## config.mk

```make
export PLATFORM = sky130hd
export DESIGN_NAME = dec8_to_bin32_flat
export DESIGN_NICKNAME = d
export VERILOG_FILES = /design/src/rtl/dec8_to_bin32_if.sv /design/src/rtl/dec8_to_bin32.sv /design/src/flat_wrapper.sv
export SDC_FILE = /design/constraint.sdc
export NUM_CORES = 1
export LEC_CHECK = 0
export CAP_MARGIN = 5
export CORE_UTILIZATION = 45
export DETAILED_ROUTE_END_ITERATION = 7
export GPL_TIMING_DRIVEN = 0
export HOLD_SLACK_MARGIN = 0.03
export PLACE_DENSITY = 0.67
export SLEW_MARGIN = 20
export SYNTH_ARGS = -nofsm -noshare
export SYNTH_HDL_FRONTEND = slang
export SYNTH_SLANG_ARGS = --single-unit
```

## constraint.sdc

```tcl
create_clock -name clk -period 5.4 [get_ports clk]
set_input_delay 0.81 -clock clk [delete_from_list [all_inputs] [get_ports clk]]
set_output_delay 0.81 -clock clk [all_outputs]
set_load 0.01 [all_outputs]
```

## src/rtl/dec8_to_bin32_if.sv

```systemverilog
// dec8_to_bin32_if: start/data/result bundle; master drives DEC/st, slave returns BIN and status
interface dec8_to_bin32_if;
  logic [31:0] DEC;
  logic        st;
  logic [31:0] BIN;
  logic [3:0]  ptr_dig;
  logic        en_conv;
  logic        ok_conv;
  logic        err;
  modport master (output DEC, st, input BIN, ptr_dig, en_conv, ok_conv, err);
  modport slave (input DEC, st, output BIN, ptr_dig, en_conv, ok_conv, err);
endinterface

```

## src/rtl/dec8_to_bin32.sv

```systemverilog
// dec8_to_bin32: packed 8-digit BCD to 32-bit binary by repeated weight addition; clk, rst, bus (DEC/st in, BIN/ptr_dig/en_conv/ok_conv/err out)
module dec8_to_bin32 #(
  parameter bit CHECK_BCD = 1'b1
) (
  input  logic                  clk,
  input  logic                  rst,
  dec8_to_bin32_if.slave        bus
);
  localparam logic [7:0][31:0] W = {32'd10000000, 32'd1000000, 32'd100000, 32'd10000,
                                    32'd1000, 32'd100, 32'd10, 32'd1};
  logic [7:0][3:0] d_q, d_d;
  logic [31:0] acc_q, acc_d, bin_q, bin_d, nd;
  logic [3:0] ptr_q, ptr_d, cur;
  logic [2:0] idx;
  logic en_q, en_d, ok_q, ok_d, err_q, err_d, bad;
  // ptr_dig 8..1 maps to digit slot 7..0
  assign idx = ptr_q[2:0] - 3'd1;
  assign cur = d_q[idx];
  assign nd = (ptr_q == 4'd0) ? 32'd0 : W[idx];
  always_comb begin
    bad = 1'b0;
    for (int i = 0; i < 8; i++) if (bus.DEC[4*i +: 4] > 4'd9) bad = CHECK_BCD;
  end
  always_comb begin
    d_d = d_q;
    acc_d = acc_q;
    bin_d = bin_q;
    ptr_d = ptr_q;
    en_d = en_q;
    ok_d = 1'b0;
    err_d = err_q;
    if (bus.st) begin
      d_d = bus.DEC;
      acc_d = '0;
      err_d = bad;
      en_d = !bad;
      ptr_d = bad ? 4'd0 : 4'd8;
    end else if (en_q) begin
      if (cur != 4'd0) begin
        acc_d = acc_q + nd;
        d_d[idx] = cur - 4'd1;
      end else if (ptr_q > 4'd1) begin
        ptr_d = ptr_q - 4'd1;
      end else begin
        bin_d = acc_q;
        ok_d = 1'b1;
        en_d = 1'b0;
        ptr_d = 4'd0;
      end
    end
  end
  always_ff @(posedge clk) begin
    if (rst) begin
      d_q <= '0;
      acc_q <= '0;
      bin_q <= '0;
      ptr_q <= '0;
      en_q <= 1'b0;
      ok_q <= 1'b0;
      err_q <= 1'b0;
    end else begin
      d_q <= d_d;
      acc_q <= acc_d;
      bin_q <= bin_d;
      ptr_q <= ptr_d;
      en_q <= en_d;
      ok_q <= ok_d;
      err_q <= err_d;
    end
  end
  assign bus.BIN = bin_q;
  assign bus.ptr_dig = ptr_q;
  assign bus.en_conv = en_q;
  assign bus.ok_conv = ok_q;
  assign bus.err = err_q;
endmodule

```

## src/flat_wrapper.sv

```systemverilog
// flat-port wrapper written by rule: the top's interface ports become plain ports
module dec8_to_bin32_flat 
#(
  parameter bit CHECK_BCD = 1'b1
)
  (clk, rst, bus_DEC, bus_st, bus_BIN, bus_ptr_dig, bus_en_conv, bus_ok_conv, bus_err);
  dec8_to_bin32_if bus_i ();
  input  logic clk;
  input  logic rst;
  input wire logic [$bits(bus_i.DEC)-1:0] bus_DEC;
  input wire logic [$bits(bus_i.st)-1:0] bus_st;
  output wire logic [$bits(bus_i.BIN)-1:0] bus_BIN;
  output wire logic [$bits(bus_i.ptr_dig)-1:0] bus_ptr_dig;
  output wire logic [$bits(bus_i.en_conv)-1:0] bus_en_conv;
  output wire logic [$bits(bus_i.ok_conv)-1:0] bus_ok_conv;
  output wire logic [$bits(bus_i.err)-1:0] bus_err;
  assign bus_i.DEC = bus_DEC;
  assign bus_i.st = bus_st;
  assign bus_BIN = bus_i.BIN;
  assign bus_ptr_dig = bus_i.ptr_dig;
  assign bus_en_conv = bus_i.en_conv;
  assign bus_ok_conv = bus_i.ok_conv;
  assign bus_err = bus_i.err;
  dec8_to_bin32 #(.CHECK_BCD(CHECK_BCD)) u_core (.clk(clk), .rst(rst), .bus(bus_i));
endmodule
```

## After elaboration in Yosys (flattened, before gate mapping)

Memories as Yosys holds them, arrays and structs flattened.
Index checks and enable logic that the tools add are counted.
W data, S select, Z words.

| word-level totals | value |
|---|---|
| flip-flop bits (word level) | 103 |
| ROM bits | 256 |
| bits of input ports | 35 |
| output and inout bits | 39 |
| word-level logic and storage cells | 75 |
| memories kept | 1 |

| operators by class | value |
|---|---|
| $add $sub $neg | 4 |
| order comparisons | 11 |
| equal/unequal tests | 1 |
| mux-type cells | 28 |
| bitwise gates (word level) | 4 |
| reductions and logical operators | 12 |

Memory list:

| memory | words | bits a word | read ports | clocked after memory_dff | wr ports | RTL line | RTL |
|---|---|---|---|---|---|---|---|
| (no name shown) | 8 | 32 | 1 | 0 | 0 | dec8_to_bin32.sv:19 | `assign nd = (ptr_q == 4'd0) ? 32'd0 : W[idx];` |

Operators with widths:

| operator | number |
|---|---|
| $mux W32 | 5 |
| $add A32 B32 Y32 | 1 |
| $bwmux W32 | 1 |
| $gt A4 B4 Y1 const B | 8 |
| $mux W4 | 7 |
| $mux W1 | 13 |
| $bmux W4 S3 | 1 |
| $demux W4 S3 | 1 |
| $sub A4 B1 Y4 const B | 2 |
| $reduce_and A2 Y1 | 3 |
| $gt A4 B1 Y1 const B | 1 |
| $logic_not A4 Y1 | 1 |
| $lt A3 B4 Y1 const B | 1 |
| $not A1 Y1 | 4 |
| $reduce_and A4 Y1 | 1 |
| $reduce_bool A2 Y1 | 2 |
| $reduce_bool A4 Y1 | 1 |
| $reduce_or A4 Y1 | 1 |
| $ge A3 B1 Y1 const B | 1 |
| $sub A3 B1 Y3 const B | 1 |
| $ne A2 B2 Y1 const B | 1 |
| $reduce_or A2 Y1 | 1 |
| $logic_and A1 B1 Y1 | 1 |
| $logic_not A1 Y1 | 1 |

## Logic depth before layout (Yosys ltp)

| logic depth | value |
|---|---|
| word-level depth | 11 |
| depth in mapped cells | 18 |
| gate-level depth less buffers | 17 |

## Least setup slack after synthesis

Ideal clock, no wire load.

| path | value |
|---|---|
| path kind | register to register |
| from | reg u_core.ptr_q[0], in the netlist u_core.bus.ptr_dig[0] |
| to | reg u_core.acc_q[26] |
| library setup time | 0.115 ns |
| arrival time | 4.334 ns |
| data required time | 5.285 ns |
| slack | 0.951 ns |
| cell stages (with the launch flop) | 18 |
| buffers on the path | 3 |
| period minus slack after synthesis | 4.449 ns |
| cell sequence | dfxtp_1 buf_2 inv_1 ha_1 and3b_1 buf_2 o21ai_1 clkinv_1 ha_1 clkbuf_1 a31o_2 maj3_1 nor3b_1 a21oi_1 a31o_2 a21oi_1 nor4_1 o21a_1 |

| on the way | value |
|---|---|
| word-level cells in the longest chain between the ends | 5 |
| elaborated cells between the ends (all ways) | 10 |
| those cells by class | add/sub: 2; mux: 4; reduce/logical: 3; memory: 1 |

RTL lines:

| element | RTL line | RTL |
|---|---|---|
| start, declared | dec8_to_bin32.sv:13 | `logic [3:0] ptr_q, ptr_d, cur;` |
| start signal, assigned | dec8_to_bin32.sv:65 | `ptr_q <= ptr_d;` |
| $sub A3 B1 Y3 | dec8_to_bin32.sv:17 | `assign idx = ptr_q[2:0] - 3'd1;` |
| $mem_v2 Z8 W32 / $bmux W4 S3 (equally long branches) | n/a |  |
| $mux W32 (not written as such) / $mux W4 (equally long branches) | dec8_to_bin32.sv:19, dec8_to_bin32.sv:18 |  |
| $mux W32 / $reduce_bool A4 Y1 (equally long branches) | dec8_to_bin32.sv:19, dec8_to_bin32.sv:39 |  |
| $add A32 B32 Y32 / $reduce_and A2 Y1 (equally long branches) | n/a |  |
| end signal, assigned | dec8_to_bin32.sv:55 | `acc_q <= '0;` |
| end signal, assigned | dec8_to_bin32.sv:63 | `acc_q <= acc_d;` |
| end, declared | dec8_to_bin32.sv:12 | `logic [31:0] acc_q, acc_d, bin_q, bin_d, nd;` |

Several ways; a longest one is shown, not always the timed one. The select of a mux whose other input is x is not followed.
A chain may end at the register's enable or synchronous reset.

## Worst setup path in the final report

| path | value |
|---|---|
| from | reg u_core.ptr_q[0], in the netlist u_core.bus.ptr_dig[0] |
| to | reg u_core.acc_q[30] |

The elaborated chain is that of the path after synthesis.

==> qor.yml <==
outcome: "finished, final reports clean"
post_cts_buffers: 0
io_buffers: 71
syn_area_per_cell_sq_um: 7.78
ys_ff_latch: 103
maxCapViolations: 0
clkTransAtPathRegs_ps: 70
register_area_sq_um: 2060
grt_max_degree: 18
root_buffer: "clkbuf_16"
power_density_nw_per_um2: 221
grt_pass1_vias: 5701
die_h_um: 118
synth_common_cells: "nand2_1 (135), dfxtp_1 (103), a21oi_1 (93)"
worst_setup_path_start_kind: "flip-flop"
yosysWarnings: 0
max_slew_margin_pct: 31.7
die_w_um: 118
h-tree-depth: 3
power.leakage_nw: 2.72
synth_fp_nets: 837
final.setup_skew_ps: 9.73
required_ps: 5680
yosysSeqAreaShare_pct: 34.1
cts_buffer_depth: 2
clock_sinks: 103
finalHoldViolations: 0
worst_pin_slew_ps: 1020
rows: 42
finalSetupViolations: 0
p_total_mw: 1.62
setup_tns_ps: 0
layout_setup_ws_ps: 392
min_period_over_period_pct: 92.7
grt_pass1_wl_mm: 29.3
cp_max_fo: 10
max_freq_mhz: 200
reg2regPathDepth: 18
ys.flop_type: "dfxtp_1"
drt_iter0_markers: 450
synthArstFlopShare_pct: 0
synth_area_leaders: "dfxtp_1 (34%), nand2_1 (8.4%), a21oi_1 (7.7%)"
die-area_sq_um: 13900
nFillCells: 1273
overflow: 0
synth_most_common_cell: "nand2_1"
hp-class: "flip-flop to flip-flop"
max-vdd-ir-drop_mv: 0.130
multi_input_comb_area_sq_um: 3750
io_pins: 74
drt_pass1_iterations: 5
drt_wl_total_mm: 18.0
clock_latency_ps: 360
fin_hold_ws_ps: 455
dp_slack_ps: -255
cp.arrival_ps: 5290
antenna_cells: 0
num-nets-final: 918
drive_above_1_share_pct: 5.44
hold_buffers: 0
drc: 0
dp_hpwl_mm: 13.5
crit_type: "flip-flop to flip-flop"
synth_edf_count: 0
synth_area_sq_um: 6050
core_sq_um: 13200
end_kind: "flip-flop"
yosysTopAreaCell: "dfxtp_1"
syn2layout_area_growth_pct: 21.0
drv_slew: 0
cts_tree: "done"
initial_core_util_pct: 45.9
numCtsBuffers: 9
post_cts_resized: 3
min_period_ps: 5010
track_usage_pct: 26.5
wl_per_cell_um: 17.3
place.gp.congestion: 0.882
ant_nets: 0
antenna_found_initial: 0
synth_top_cell_area_share_pct: 34.1
vias: 5929
viasPerCell: 5.70
whs_path_depth: 2
synthCells: 778
synth.distinct_cells: 65
-- where the power goes --
part	leakage, nW	total [mW]	internal (mW)	switching, mW
Sequential	0.837	0.786	0.776	0.0101
Combinational	1.75	0.143	0.0597	0.0836
Clock	0.137	0.689	0.374	0.315
-- kinds of logic (layout without fill, tap and decap cells) --
group,Yosys count,count (layout),share of synthesized area (%)
mux,36,36,7.61
simple gates,294,294,21.3
compound gates,219,219,22.4
xor+xnor,31,31,4.49
flops,103,103,34.1
fa+ha+maj,28,28,5.77
buf+inv,67,153,4.40
-- per-layer routing --
layer	vias to the layer above	part of all wire [%]	track usage (%)
met3	29	3.9	2.86
met1	2804	46	34.4
met2	174	48	44.7
met5	-	0	0
met4	0	2.4	10.5
li1	2922	-	-
-- flip-flops by register name, summed over array words and instances (netlist names) --
register            cells
u_core.acc_q           32
u_core.bus.BIN         32
u_core.d_q             32
u_core.bus.ptr_dig      4
u_core.bus.en_conv      1
u_core.bus.err          1
u_core.bus.ok_conv      1
-- layout by cell type (no fill, tap or decap), drive strengths merged, types with 4 or more instances in the layout --
cell type,n
nand2,135
dfxtp,103
a21oi,93
nor2,82
clkdlybuf4s50,71
clkbuf,59
o21ai,41
mux2i,28
xnor2,23
ha,23
a211oi,18
nand3,17
inv,12
nor3,12
nand4,10
o22ai,9
mux4,8
xor2,8
and2,7
or3,7
o21a,7
a21o,7
a31oi,6
or4,6
clkinvlp,5
buf,5
o21bai,4
o31ai,4
maj3,4
-- metrics by stage --
stage | std cells | util (%) | cell area (sq um)
3_5_place_dp | 1025 | 52.9 | 6980
6_report | 1040 | 55.5 | 7330
5_1_grt | 1040 | 55.5 | 7330
4_1_cts | 1041 | 55.4 | 7300
3_3_place_gp | 1025 | 52.9 | 6980
2_1_floorplan | 778 | - | 6050
-- critical path, cell delays in order, from the launching register on --
cell and delay [ps]:
dfxtp_1 480, clkbuf_4 320, inv_1 130, ha_1 300, and3b_1 190, buf_2 160, o21ai_4 300, clkinvlp_4 290
ha_1 330, clkbuf_1 300, nand2_1 130, o21bai_1 170, maj3_1 200, o31ai_1 80, a21oi_1 330, a31o_2 280
a21oi_1 200, or4_1 560, a21oi_1 170
-- area by class of cell --
cell class / instances / share of cell area (%)
Clock buffer: 10 / 3.26
Inverter: 12 / 0.666
Tap cell: 176 / 3.01
Sequential cell: 103 / 28.1
Clock inverter: 6 / 0.939
Multi-Input combinational cell: 608 / 51.3
Timing Repair Buffer: 71 / 9.70
Buffer: 54 / 3.02
-- final timing paths --
path	from	end	slack [ps]
worst max-delay path	u_core.bus.ptr_dig[0]	u_core.acc_q[30]	390
worst min register to register	u_core.bus.BIN[15]	u_core.bus.BIN[15]	450
worst max register to register	u_core.bus.ptr_dig[0]	u_core.acc_q[30]	390
worst min-delay path	u_core.bus.BIN[15]	u_core.bus.BIN[15]	450
Note: power is estimated with default switching activity, not from simulation.
